[config.mk]
export PLATFORM = sky130hd
export DESIGN_NAME = mult_booth_flat
export DESIGN_NICKNAME = d
export VERILOG_FILES = /design/src/rtl/mult_booth_if.sv /design/src/rtl/mult_booth.sv /design/src/flat_wrapper.sv
export SDC_FILE = /design/constraint.sdc
export NUM_CORES = 1
export LEC_CHECK = 0
export ABC_AREA = 1
export BUFFER_PORTS_ARGS = -buffer_cell sky130_fd_sc_hd__buf_4
export CORE_ASPECT_RATIO = 0.8
export CORE_MARGIN = 8
export CORE_UTILIZATION = 30
export CTS_CLUSTER_DIAMETER = 80
export CTS_CLUSTER_SIZE = 10
export DETAILED_ROUTE_END_ITERATION = 12
export GPL_TIMING_DRIVEN = 0
export PLACE_DENSITY = 0.51
export SLEW_MARGIN = 20
export SYNTH_ARGS = -nofsm -noshare
export SYNTH_HDL_FRONTEND = slang
export SYNTH_SLANG_ARGS = --single-unit
[constraint.sdc]
create_clock -name clock -period 2.9 [get_ports clock]
set_input_delay 0.725 -clock clock [delete_from_list [all_inputs] [get_ports clock]]
set_output_delay 0.725 -clock clock [all_outputs]
set_load 0.1 [all_outputs]
[src/rtl/mult_booth_if.sv]
// -----------------------------------------------------------------------------
// mult_booth_if
// Bundles the control-unit side of the sequential Booth multiplier.
//   MultStart   : start pulse from the control unit (master -> slave)
//   MultA       : 32-bit two's-complement multiplicand (master -> slave)
//   MultB       : 32-bit two's-complement multiplier (master -> slave)
//   MultHighOut : product bits [63:32] (slave -> master)
//   MultLowOut  : product bits [31:0] (slave -> master)
//   MultEnd     : one-cycle result-valid pulse (slave -> master)
//   MultBusy    : operation in progress (slave -> master)
// -----------------------------------------------------------------------------
interface mult_booth_if;
   logic        MultStart;
   logic [31:0] MultA;
   logic [31:0] MultB;
   logic [31:0] MultHighOut;
   logic [31:0] MultLowOut;
   logic        MultEnd;
   logic        MultBusy;

   modport master (
      output MultStart, MultA, MultB,
      input  MultHighOut, MultLowOut, MultEnd, MultBusy
   );

   modport slave (
      input  MultStart, MultA, MultB,
      output MultHighOut, MultLowOut, MultEnd, MultBusy
   );
endinterface

[src/rtl/mult_booth.sv]
// -----------------------------------------------------------------------------
// mult_booth
// Sequential radix-2 Booth multiplier, 32x32 signed -> 64-bit signed product.
// One Booth step per clock; a start at edge N yields the result at edge N+32,
// marked by a one-cycle MultEnd pulse, with the FSM back in IDLE at N+33.
//   clock   : the only clock, rising-edge
//   reset   : synchronous active-high reset, priority over MultStart
//   multBus : slave side of mult_booth_if (start/operands in, product/status out)
// -----------------------------------------------------------------------------
module mult_booth (
   input  logic         clock,
   input  logic         reset,
   mult_booth_if.slave  multBus
);

   typedef enum logic [1:0] {
      IDLE,
      RUN,
      DONE
   } stateT;

   stateT       state;
   stateT       nextState;

   logic [31:0] multiplicand;
   logic [32:0] acc;          // 33 bits so a -2^31 multiplicand never overflows
   logic [31:0] qReg;         // multiplier, shifted right one bit per step
   logic        qM1;          // Booth extra bit q-1
   logic [5:0]  stepCount;
   logic [31:0] highReg;
   logic [31:0] lowReg;

   logic [32:0] multiplicandExt;
   logic [32:0] accSum;
   logic [32:0] accNext;
   logic [31:0] qNext;
   logic        lastStep;

   assign multiplicandExt = {multiplicand[31], multiplicand};
   assign lastStep        = (stepCount == 6'd31);

   // Booth add/subtract selected by {q0, q-1}, then arithmetic right shift of
   // {acc, Q, q-1}: acc LSB moves into Q MSB, Q LSB becomes the new q-1.
   always_comb begin
      // NOTE: every always_comb output gets a default first so no path can
      // leave it unassigned and infer a latch.
      accSum = acc;
      unique case ({qReg[0], qM1})
         2'b01:   accSum = acc + multiplicandExt;
         2'b10:   accSum = acc - multiplicandExt;
         default: accSum = acc;
      endcase
   end

   assign accNext = {accSum[32], accSum[32:1]};
   assign qNext   = {accSum[0], qReg[31:1]};

   // State register
   always_ff @(posedge clock) begin
      // NOTE: sequential state uses non-blocking assignments so every register
      // samples pre-edge values regardless of statement order.
      if (reset) begin
         state <= IDLE;
      end else begin
         state <= nextState;
      end
   end

   // Next-state logic; MultStart only matters in IDLE, so a start seen during
   // RUN or DONE is simply dropped.
   always_comb begin
      nextState = state;
      unique case (state)
         IDLE:    if (multBus.MultStart) nextState = RUN;
         RUN:     if (lastStep)          nextState = DONE;
         DONE:    nextState = IDLE;
         default: nextState = IDLE;
      endcase
   end

   // Datapath: operands are captured only at the accepting edge, so later
   // operand changes cannot disturb a running multiply. The result registers
   // are written only on the 32nd step and otherwise hold.
   always_ff @(posedge clock) begin
      if (reset) begin
         multiplicand <= '0;
         acc          <= '0;
         qReg         <= '0;
         qM1          <= 1'b0;
         stepCount    <= '0;
         highReg      <= '0;
         lowReg       <= '0;
      end else begin
         unique case (state)
            IDLE: begin
               if (multBus.MultStart) begin
                  multiplicand <= multBus.MultA;
                  qReg         <= multBus.MultB;
                  acc          <= '0;
                  qM1          <= 1'b0;
                  stepCount    <= '0;
               end
            end
            RUN: begin
               acc       <= accNext;
               qReg      <= qNext;
               qM1       <= qReg[0];
               stepCount <= stepCount + 6'd1;
               if (lastStep) begin
                  // acc[32] is only a guard bit; the 64-bit product is
                  // the low 32 bits of acc followed by Q.
                  highReg <= accNext[31:0];
                  lowReg  <= qNext;
               end
            end
            default: ;
         endcase
      end
   end

   assign multBus.MultHighOut = highReg;
   assign multBus.MultLowOut  = lowReg;
   assign multBus.MultEnd     = (state == DONE);
   assign multBus.MultBusy    = (state != IDLE);

endmodule

[src/flat_wrapper.sv]
// flat-port wrapper written by rule: the top's interface ports become plain ports
module mult_booth_flat 
  (clock, reset, multBus_MultStart, multBus_MultA, multBus_MultB, multBus_MultHighOut, multBus_MultLowOut, multBus_MultEnd, multBus_MultBusy);
  mult_booth_if multBus_i ();
  input  logic clock;
  input  logic reset;
  input wire logic [$bits(multBus_i.MultStart)-1:0] multBus_MultStart;
  input wire logic [$bits(multBus_i.MultA)-1:0] multBus_MultA;
  input wire logic [$bits(multBus_i.MultB)-1:0] multBus_MultB;
  output wire logic [$bits(multBus_i.MultHighOut)-1:0] multBus_MultHighOut;
  output wire logic [$bits(multBus_i.MultLowOut)-1:0] multBus_MultLowOut;
  output wire logic [$bits(multBus_i.MultEnd)-1:0] multBus_MultEnd;
  output wire logic [$bits(multBus_i.MultBusy)-1:0] multBus_MultBusy;
  assign multBus_i.MultStart = multBus_MultStart;
  assign multBus_i.MultA = multBus_MultA;
  assign multBus_i.MultB = multBus_MultB;
  assign multBus_MultHighOut = multBus_i.MultHighOut;
  assign multBus_MultLowOut = multBus_i.MultLowOut;
  assign multBus_MultEnd = multBus_i.MultEnd;
  assign multBus_MultBusy = multBus_i.MultBusy;
  mult_booth u_core (.clock(clock), .reset(reset), .multBus(multBus_i));
endmodule
* Word level (Yosys, flattened, before mapping)
Index checks and enable logic that the tools add are counted.
W data, S select, Z words.
** Cells by class
- Add/subtract/negate cells :: 3
- Multiply operators :: 0
- Divide/modulo/power cells :: 0
- Magnitude comparators :: 0
- Eq/ne operators :: 7
- Shift-type cells :: 0
- Mux-type cells :: 12
- Bitwise gates (word level) :: 0
- Reductions and logical operators :: 7
** Operators with widths (count)
- $pmux W33 S2 :: 2
- $pmux W32 S2 :: 1
- $add A33 B33 Y33 :: 1
- $mux W33 :: 1
- $sub A33 B33 Y33 :: 1
- $mux W32 :: 1
- $pmux W6 S2 :: 1
- $reduce_and A2 Y1 :: 4
- $add A6 B1 Y6 const B :: 1
- $eq A6 B5 Y1 const B :: 1
- $mux W6 :: 1
- $eq A2 B1 Y1 const B :: 2
- $eq A2 B2 Y1 const B :: 2
- $mux W2 :: 2
- $pmux W2 S2 :: 1
- $reduce_bool A2 Y1 :: 2
- $logic_not A2 Y1 :: 1
- $ne A2 B1 Y1 const B :: 1
- $ne A2 B2 Y1 const B :: 1
- $pmux W1 S2 :: 1
- $mux W1 :: 1
** Storage, ports and cells
- Bits in registers :: 170
- Latch bits :: 0
- Memory bits (writable) :: 0
- ROM bits :: 0
- Bits of input ports :: 67
- Output and inout port bits :: 66
- Word-level logic and storage cells :: 37
- Memories :: 0

* Depth between registers and ports, before layout
Gate-level depths: netlist (run 1).
- Word-level depth :: 3
- Mapped depth :: 27
- Depth with buffers taken out :: 27

* Least setup slack after synthesis (run 1)
OpenSTA, ideal clock, no wires.
- Path type :: flip-flop to flip-flop
- Start :: reg u_core.qM1
- End :: reg u_core.highReg[27], in the netlist u_core.multBus.MultHighOut[27]
- Arrival :: 2.626 ns
- Data required time :: 2.786 ns
- Setup slack :: 0.160 ns
- Cell stages (with the launch flop) :: 21
- Path buffers :: 2
- Cell sequence :: dfxtp_1 inv_1 ha_1 buf_2 inv_1 buf_2 o21ai_0 xor2_1 ha_1 nand2_1 inv_1 nand2_1 nand2_1 a21oi_1 nor2_1 nor2_1 nand3_1 nand3_1 nand2_1 o21bai_1 inv_1
** On the way
- Cells in the longest elaborated chain, start to end :: 2
- Elaborated cells between the ends (all ways) :: 3
** RTL lines
- from (decl) :: RTL line mult_booth.sv:28 : logic qM1;
- from (signal assigned) :: RTL line mult_booth.sv:107 : qM1 <= qReg[0];
- $eq A2 B2 Y1 / $eq A2 B1 Y1 (equally long branches) :: RTL line mult_booth.sv:48 : unique case ({qReg[0], qM1})
- $pmux W33 S2 (*) :: RTL line mult_booth.sv:48
- to (signal assigned) :: RTL line mult_booth.sv:112 : highReg <= accNext[31:0];
- to (decl) :: RTL line mult_booth.sv:30 : logic [31:0] highReg;
Mark *: on every way between the ends. The rest lies on a longest branch, timed or not.
A chain may end at the register's enable or synchronous reset.

* Final worst setup path (run 1)
- Start :: reg u_core.multiplicand[7]
- End :: reg u_core.acc[27]
** On the way
- Cells in the longest elaborated chain, start to end :: 3
- Elaborated cells between the ends (all ways) :: 4
** RTL lines
- from (decl) :: RTL line mult_booth.sv:25 : logic [31:0] multiplicand;
- from (signal assigned) :: RTL line mult_booth.sv:97 : multiplicand <= multBus.MultA;
- $sub A33 B33 Y33 / $add A33 B33 Y33 (equally long branches) :: RTL line mult_booth.sv:50, mult_booth.sv:49
- $pmux W33 S2 (*) :: RTL line mult_booth.sv:48
- $pmux W33 S2 (*) :: RTL line mult_booth.sv:94 : unique case (state)
- to (signal assigned) :: RTL line mult_booth.sv:105 : acc <= accNext;
- to (decl) :: RTL line mult_booth.sv:26 : logic [32:0] acc;
Marked as above.

==> results of run 1 <==
==> power groups by stage <==
| stage | Combinational [mW] | Clock [mW] | Sequential [mW] |
|---|---|---|---|
| 2_1_floorplan | 1.03 | 0 | 2.54 |
| 3_3_place_gp | 1.48 | 0 | 2.57 |
| 3_5_place_dp | 1.49 | 0 | 2.57 |
| 4_1_cts | 1.73 | 2.49 | 2.53 |
| 5_1_grt | 2.51 | 2.59 | 2.56 |
| 6_report | 2.33 | 2.44 | 2.54 |
==> cells in the mapped netlist, drive strengths merged <==
cell type	instances	area, um^2
a21o	4	30.0
o22ai	3	18.8
a2bb2oi	2	17.5
a41oi	1	8.76
nand2	319	1220
a211oi	1	7.51
o211ai	3	22.5
xnor2	17	149
fa	1	20.0
dfxtp	169	3380
buf	29	163
nand3	106	541
o21ai	121	759
and2	1	6.26
nand3b	7	52.6
a21oi	110	554
a221oi	3	26.3
o221ai	32	280
or2	13	81.3
o21bai	11	86.3
ha	35	438
clkbuf	33	124
nor3	7	51.3
nand4	4	37.5
o21a	3	22.5
nor2	149	592
a31oi	4	25.0
inv	170	638
nor4	4	25.0
xor2	18	158
a21boi	1	7.51
==> layout make-up <==
type                            instances  area (um^2)
Tap cell                              420          526
Timing Repair Buffer                  180         1410
Multi-Input combinational cell        980         6950
Fill cell                            3214        17500
Inverter                              170          657
Clock buffer                           17          425
Sequential cell                       169         3390
Buffer                                 61          303
Clock inverter                         14          183
==> sequential cells by signal, indices dropped and copies added (netlist names) <==
signal,flops
u_core.qReg,32
u_core.multBus.MultHighOut,32
u_core.stepCount,6
u_core.acc,32
u_core.multiplicand,32
u_core.multBus.MultLowOut,32
u_core.state,2
u_core.qM1,1
==> per-stage QoR <==
step / setup slack, ps / hold WS (ps)
3_3_place_gp: -785 / 450
2_1_floorplan: 160 / 440
3_5_place_dp: -788 / 456
5_1_grt: -459 / 492
6_report: -275 / 473
4_1_cts: -266 / 469
==> metal layers <==
metal	vias up	track usage
met5	-	0
met4	0	0.0323
met3	33	0.0351
met2	278	0.255
met1	4740	0.256
li1	4935	-
==> placed cells by master, fill, tap and decap left out, types with 32 or more instances in the layout <==
cell        n
nand2_1   221
nand2_2    67
inv_1     136
dfxtp_1   165
a21oi_1    67
nand3_1    82
clkbuf_1   33
buf_4     172
o21ai_0    50
o221ai_1   32
nor2_1    100
o21ai_2    53
==> path summary, 6_finish.rpt <==
path                               endpoint  slack, ps  cells past startpoint
max                          u_core.acc[27]       -270                     23
min          u_core.multBus.MultHighOut[18]        470                      2
max reg2reg                  u_core.acc[27]       -270                     23
min reg2reg  u_core.multBus.MultHighOut[18]        470                      2
==> repair_timing <==
action                                 4_1_cts  5_1_grt
cloned                                       0        0
setup endpoints to repair                   60       55
pin swaps                                   54      116
resized for setup                          147      296
setup buffers                               19       30
endpoints found under the hold margin        0        0
==> worst min-delay path: cells and delay by family, from the launching register on <==
family        cells  cell delay [ps]
simple gates      2              120
flops             1              310
==> kinds of logic after synthesis <==
| kind of cell | Yosys count | synth area share |
|---|---|---|
| adder cells (fa/ha/maj) | 36 | 0.0480 |
| AND/OR/NAND/NOR | 610 | 0.273 |
| XOR/XNOR | 35 | 0.0321 |
| buffers and inverters | 232 | 0.0968 |
| AO/OA/AOI/OAI | 299 | 0.196 |
| flip-flops | 169 | 0.354 |
==> results by group, run 1 <==
Outcome
  – Run status: finished, violations left
  – Failing checks: setup timing

Synthesis
  – Cell Area, Synth: 0.00955 mm^2
  – Post-synthesis cell count: 1381
  – Register area share after synthesis: 0.354
  – Yosys warnings: 0
  – Syn nets: 1484
  – Distinct cell type count after synthesis: 48
  – Register bit total from synthesis: 169
  – Post-Syn Area per Cell: 6.91 um^2

Floorplanning
  – Initial core utilization: 0.305
  – Die H: 176 um
  – Num ports: 133
  – Core Rows: 58
  – Full die area: 0.0378 mm^2
  – Die W: 215 um
  – Core ar.: 0.0314 mm^2

Placement
  – Placed cell areas: 0.0111 mm^2
  – Port-buffer cells: 132
  – Placed cells: 1933
  – GP Congestion: 0.901
  – Final HPWL DP: 26.7 mm

Drt
  – Wire per inst: 17.4 um
  – Number of DRC markers in iteration 0: 770
  – Routed wl met3: 2.11 mm
  – Vias: 9986
  – Detail Route Antenna Nets: 0
  – Detailed Routing Iterations Pass 1: 5
  – Max Used Layer: met4
  – WL final: 35.0 mm
  – Metal-1 WL: 17.3 mm
  – Met2 routed WL: 15.1 mm
  – Via density: 4.97
  – DRC errors left: 0

STA
  – Max transition margin: 0.454
  – RSZ-0062 raised after global routing: yes
  – Max-slew violations: 0
  – Final WS setup: -275 ps
  – Final Skew: 13.4 ps
  – Final setup violation count: 26
  – Tmin final: 3170 ps
  – Final Hold Fails: 0
  – Setup TNS Final: -4080 ps
  – Fmax: 0.315 GHz
  – Fin crit share: 1.09
  – Pin slew with the least headroom to its limit: 819 ps

Pwr
  – Max VDD drop: 0.386 mV
  – Internal: 4.72 mW
  – Static leakage: 5.96 nW
  – Switch Pwr: 2.59 mW
  – Clk network pwr share: 0.334
  – Comb pwr share: 0.319
  – Power per Cell Area: 528 mW/mm^2
  – Reg power frac: 0.348
  – Overall Power: 7.31 mW
  – Switching share of power: 0.354

Clocking
  – Clock sinks: 169
  – Clock slew at reported path FFs: 70 ps
  – H-tree level count: 4
  – Max clock buf depth: 2
  – CTS root buffer: clkbuf_16
  – Skew-Pair Late Insertion Delay: 440 ps
  – CTS Hold Bufs: 0
  – CTS tree: built
  – TritonCTS Buffers: 17

Final layout
  – # nets final: 1682
  – Finished Cell Area: 0.0138 mm^2
  – Core Util, Final: 0.441
  – Area Growth Syn to Fin: 44.9%
  – Non-Filler Instances: 2011
  – Antenna cells: 0
  – Share of layout cells above drive strength 1: 0.382

Setup path
  – CP bufs+invs: 4
  – Worst EP required: 3260 ps
  – CP startpoint: u_core.multiplicand[7]
  – CP max-delay cell: dfxtp_1
  – CP peak stage delay: 380 ps
  – Worst R2R Start: u_core.multiplicand[7]
  – CP cell instances: nor2_4, nand2_1, nor4_4, nand2_2, inv_4, nand4_4, nand2_4, buf_12, xor2_4, ha_4, nand2_4, inv_2, a21oi_4, inv_1, nand2_1, nand3_2, nor2_4, nand2_1, nand2_1, nand3_2, nand2_2, nand2_2, a21oi_2
  – Worst setup SP type: register
  – Cell mode on critical path: nand2_1
  – Crit end category: register
  – CP Max Fanout: 4
  – CP arrival: 3530 ps
  – Critical path class: reg -> reg
  – Cell family with most CP delay: simple AND/OR/NAND/NOR gates

GRT
  – Vias in the first global route: 9049
  – Largest net degree at the start of global routing: 17
  – First-pass GRT wire length: 51.9 mm
  – Antenna violations before repair: 0
  – GRT Resource Usage Total: 0.173
  – GRT overflow: 0

Min path
  – Hold wc startpoint: u_core.multBus.MultHighOut[18]
  – Worst hold path class: reg -> reg

Flow run
  – # Max-Cap Violations: 0
Power figures use the tool's default switching activity.
==> run 2: changes to the inputs <==
--- a/config.mk
+++ b/config.mk
@@ -5,12 +5,11 @@
 export SDC_FILE = /design/constraint.sdc
 export NUM_CORES = 1
 export LEC_CHECK = 0
-export ABC_AREA = 1
 export BUFFER_PORTS_ARGS = -buffer_cell sky130_fd_sc_hd__buf_4
 export CORE_ASPECT_RATIO = 0.8
 export CORE_MARGIN = 8
 export CORE_UTILIZATION = 30
-export CTS_CLUSTER_DIAMETER = 80
+export CTS_CLUSTER_DIAMETER = 200
 export CTS_CLUSTER_SIZE = 10
 export DETAILED_ROUTE_END_ITERATION = 12
 export GPL_TIMING_DRIVEN = 0
==> run 2 against run 1 <==
The run still ends with setup timing left. Worst setup slack got worse by 570 ps. Routed wire length is 1.8% higher. Utilization decreased by 0.63 points. Count of clock-buffer cells in the layout increased by 2. Highest routed layer unchanged. Largest cell class unchanged. Total power grew 1.2%. Synthesized cell count is 11% lower. Sequential share of layout area rose by 1.6 points. Global-route usage grew 2.0 points.
==> results by group, run 2 <==
STA
  – Pin slew with the least headroom to its limit: 966 ps (+147 ps)
  – Max-slew violations: 0 (unchanged)
  – Tmin final: 3750 ps (+575 ps)
  – Final WS setup: -849 ps (-575 ps)
  – Final Skew: 13.7 ps (+0.254 ps)
  – Fin crit share: 1.29 (+0.198)
  – Final setup violation count: 52 (+100%)
  – Final Hold Fails: 0 (unchanged)
  – RSZ-0062 raised after global routing: yes
  – Setup TNS Final: -24060 ps (-19980 ps)
  – Max transition margin: 0.356 (-0.0981)
  – Fmax: 0.267 GHz (-15%)

Setup path
  – CP arrival: 4020 ps (+490 ps)
  – Worst Reg2Reg Path Length in Cells: 15 (-35%)
  – Worst setup SP type: register
  – Worst EP required: 3170 ps (-90 ps)
  – R2R Setup Slk: -850 ps (-570 ps)
  – R2r endpoint: u_core.acc[30]
  – Crit end category: register
  – Worst R2R Start: u_core.multiplicand[17]
  – CP Max Fanout: 7 (+3)
  – Critical path class: reg -> reg

Synthesis
  – Synth top area cells: dfxtp_1, nand2_1, a21oi_1, nor2_1, ha_1
  – Cell Area, Synth: 0.00905 mm^2 (-5.2%)
  – Post-Syn Area per Cell: 7.38 um^2 (+6.7%)
  – List of most frequent post-synthesis cells: nand2_1, nor2_1, dfxtp_1
  – Synth top area share: 0.374 (+0.0193)
  – Top FF cell, synth: dfxtp_1
  – Register bit total from synthesis: 169 (unchanged)
  – Post-synthesis cell count: 1227 (-11%)
  – EDFF count, synth: 0 (unchanged)
  – Async set-reset flop share out of synthesis: 0 (unchanged)
  – Syn nets: 1330 (-10%)
  – Register area share after synthesis: 0.374 (+0.0193)
  – Synth area leader: dfxtp_1
  – Yosys warnings: 0 (unchanged)
  – Count leader, synth: nand2_1
  – Distinct cell type count after synthesis: 60 (+25%)

Final layout
  – Most frequent cells in the layout: nand2_1, buf_4, nor2_1
  – FILL cells: 3060 (-4.8%)
  – Area Growth Syn to Fin: 44.3%
  – Share of layout cells above drive strength 1: 0.302 (-0.0798)
  – Antenna cells: 0 (unchanged)
  – Commonest non-fill, non-tap cell in the layout: nand2_1
  – # nets final: 1545 (-8.1%)
  – Non-Filler Instances: 1868 (-7.1%)
  – Finished Cell Area: 0.0131 mm^2 (-5.6%)

GRT
  – GRT overflow: 0 (unchanged)
  – GRT Resource Usage Total: 0.193 (+0.0201)
  – Largest net degree at the start of global routing: 17 (unchanged)
  – Antenna violations before repair: 0 (unchanged)
  – Vias in the first global route: 9507 (+5.1%)
  – First-pass GRT wire length: 54.1 mm (+4.2%)

Floorplanning
  – Core ar.: 0.0300 mm^2 (-4.2%)
  – Core Rows: 57 (-1.7%)
  – Die H: 171 um (-2.4%)
  – Full die area: 0.0360 mm^2 (-4.7%)
  – Die W: 210 um (-2.4%)
  – Initial core utilization: 0.302 (-0.00298)
  – Num ports: 133 (unchanged)

Min path
  – Hold EP: u_core.multBus.MultLowOut[8]
  – Worst hold path class: reg -> reg
  – Hold Path Stages: 2 (unchanged)
  – Hold wc startpoint: u_core.multBus.MultLowOut[8]

Clocking
  – Clock slew at reported path FFs: 70 ps (about the same)
  – TritonCTS Buffers: 17 (unchanged)
  – CTS root buffer: clkbuf_16
  – Max clock buf depth: 2 (unchanged)
  – Clock sinks: 169 (unchanged)
  – CTS tree: built
  – CTS Hold Bufs: 0 (unchanged)
  – Skew-Pair Late Insertion Delay: 450 ps (about the same)
  – H-tree level count: 4 (unchanged)

Drt
  – Routed wl met3: 2.33 mm (+10%)
  – Wire per inst: 19.1 um (+9.6%)
  – Met2 routed WL: 15.3 mm (+1.4%)
  – WL final: 35.6 mm (+1.8%)
  – Detail Route Antenna Nets: 0 (unchanged)
  – Via density: 5.20 (+4.8%)
  – Number of DRC markers in iteration 0: 768 (-0.26%)
  – Vias: 9720 (-2.7%)
  – Max Used Layer: met4
  – Metal-1 WL: 17.2 mm (-0.75%)
  – DRC errors left: 0 (unchanged)
  – Detailed Routing Iterations Pass 1: 5 (unchanged)

Outcome
  – Failing checks: setup timing
  – Run status: finished, violations left

Placement
  – Final HPWL DP: 26.0 mm (-2.5%)
  – GP Congestion: 0.905 (+0.41%)
  – Place WS: -1480 ps (-693 ps)
  – Placed cell areas: 0.0108 mm^2 (-2.1%)
  – Port-buffer cells: 131 (-0.76%)
  – Placed cells: 1771 (-8.4%)

Pwr
  – Static leakage: 5.05 nW (-15%)
  – Power per Cell Area: 566 mW/mm^2 (+7.2%)
  – Max VDD drop: 0.419 mV (+8.4%)

Flow run
  – # Max-Cap Violations: 0 (unchanged)
-- run 2: changes by cell type after synthesis, sizes merged, moves of 26 or more --
cell	delta
o21ai	-91
nand2	-101
a21oi	+37
nand3	-70
nor4	+31
xnor2	+30
clkbuf	+40
nor2	+39
o221ai	-32
nor3	+26
inv	-146
-- run 2: per-layer routing --
layer,track usage,vias to the layer above
li1,-,4727
met1,0.268,4629
met2,0.295,320
met3,0.0413,44
met4,0.0590,0
met5,0,-
-- run 2: kinds of logic (layout without fill, tap and decap cells) --
family                   count (synthesis)  count (layout)  share of synthesized area
AND/OR/NAND/NOR                        565             565                      0.273
multiplexers                             7               7                    0.00801
AO/OA/AOI/OAI                          293             293                      0.201
adder cells (fa/ha/maj)                 36              36                     0.0506
XOR/XNOR                                51              51                     0.0493
flip-flops                             169             169                      0.374
buffers and inverters                  106             334                     0.0441
-- run 2: worst max-delay path, cell delays in order (launching register included) --
cell and delay (ps):
dfxtp_2 380, nor4_4 330, nand4_1 140, buf_4 180, nor4_4 360, a21oi_1 140, xnor2_1 180, ha_2 420
and3_4 240, nand2_2 70, nor3_1 250, a32oi_2 110, nand2_1 110, mux2_4 320, a2111oi_4 230, a311oi_1 140
-- run 2: worst max-delay path by stage --
stage,end,from
floorplan,u_core.multBus.MultHighOut[28],u_core.multiplicand[8]
global placement,u_core.multBus.MultHighOut[28],u_core.multiplicand[17]
detailed placement,u_core.multBus.MultHighOut[28],u_core.multiplicand[17]
CTS,u_core.acc[30],u_core.multiplicand[6]
global route,u_core.multBus.MultHighOut[30],u_core.multiplicand[17]
finish,u_core.acc[30],u_core.multiplicand[17]
-- run 2: timing repair --
| item | 4_1_cts | 5_1_grt |
|---|---|---|
| pin swaps | 81 | 65 |
| buffers inserted | 43 | 27 |
| endpoints found under the setup margin | 56 | 64 |
| gates resized for setup | 155 | 82 |
| endpoints found under the hold margin | 0 | 0 |
-- run 2: final cells by class --
cell class	count	area, um^2	share of cell area
tap	413	517	0.0396
clock inverter	13	168	0.0128
sequential	169	3410	0.261
multi-input combinational	952	6500	0.497
clock buffer	19	443	0.0339
inverter	25	96.3	0.00737
buffer	76	373	0.0285
timing repair buffer	201	1570	0.120
-- run 2: through the flow --
step	utilization	hold slack [ps]	total power, mW
detailed placement	0.361	450	4.26
CTS	0.415	460	7.14
floorplan	-	446	3.76
global placement	0.361	445	4.25
finish	0.435	456	7.40
global route	0.435	481	7.74
-- run 2: report_power, final --
part           internal, mW  switching [mW]
Clock                  1.39            1.04
Combinational          1.08            1.36
Sequential             2.42           0.120
Total                  4.88            2.51
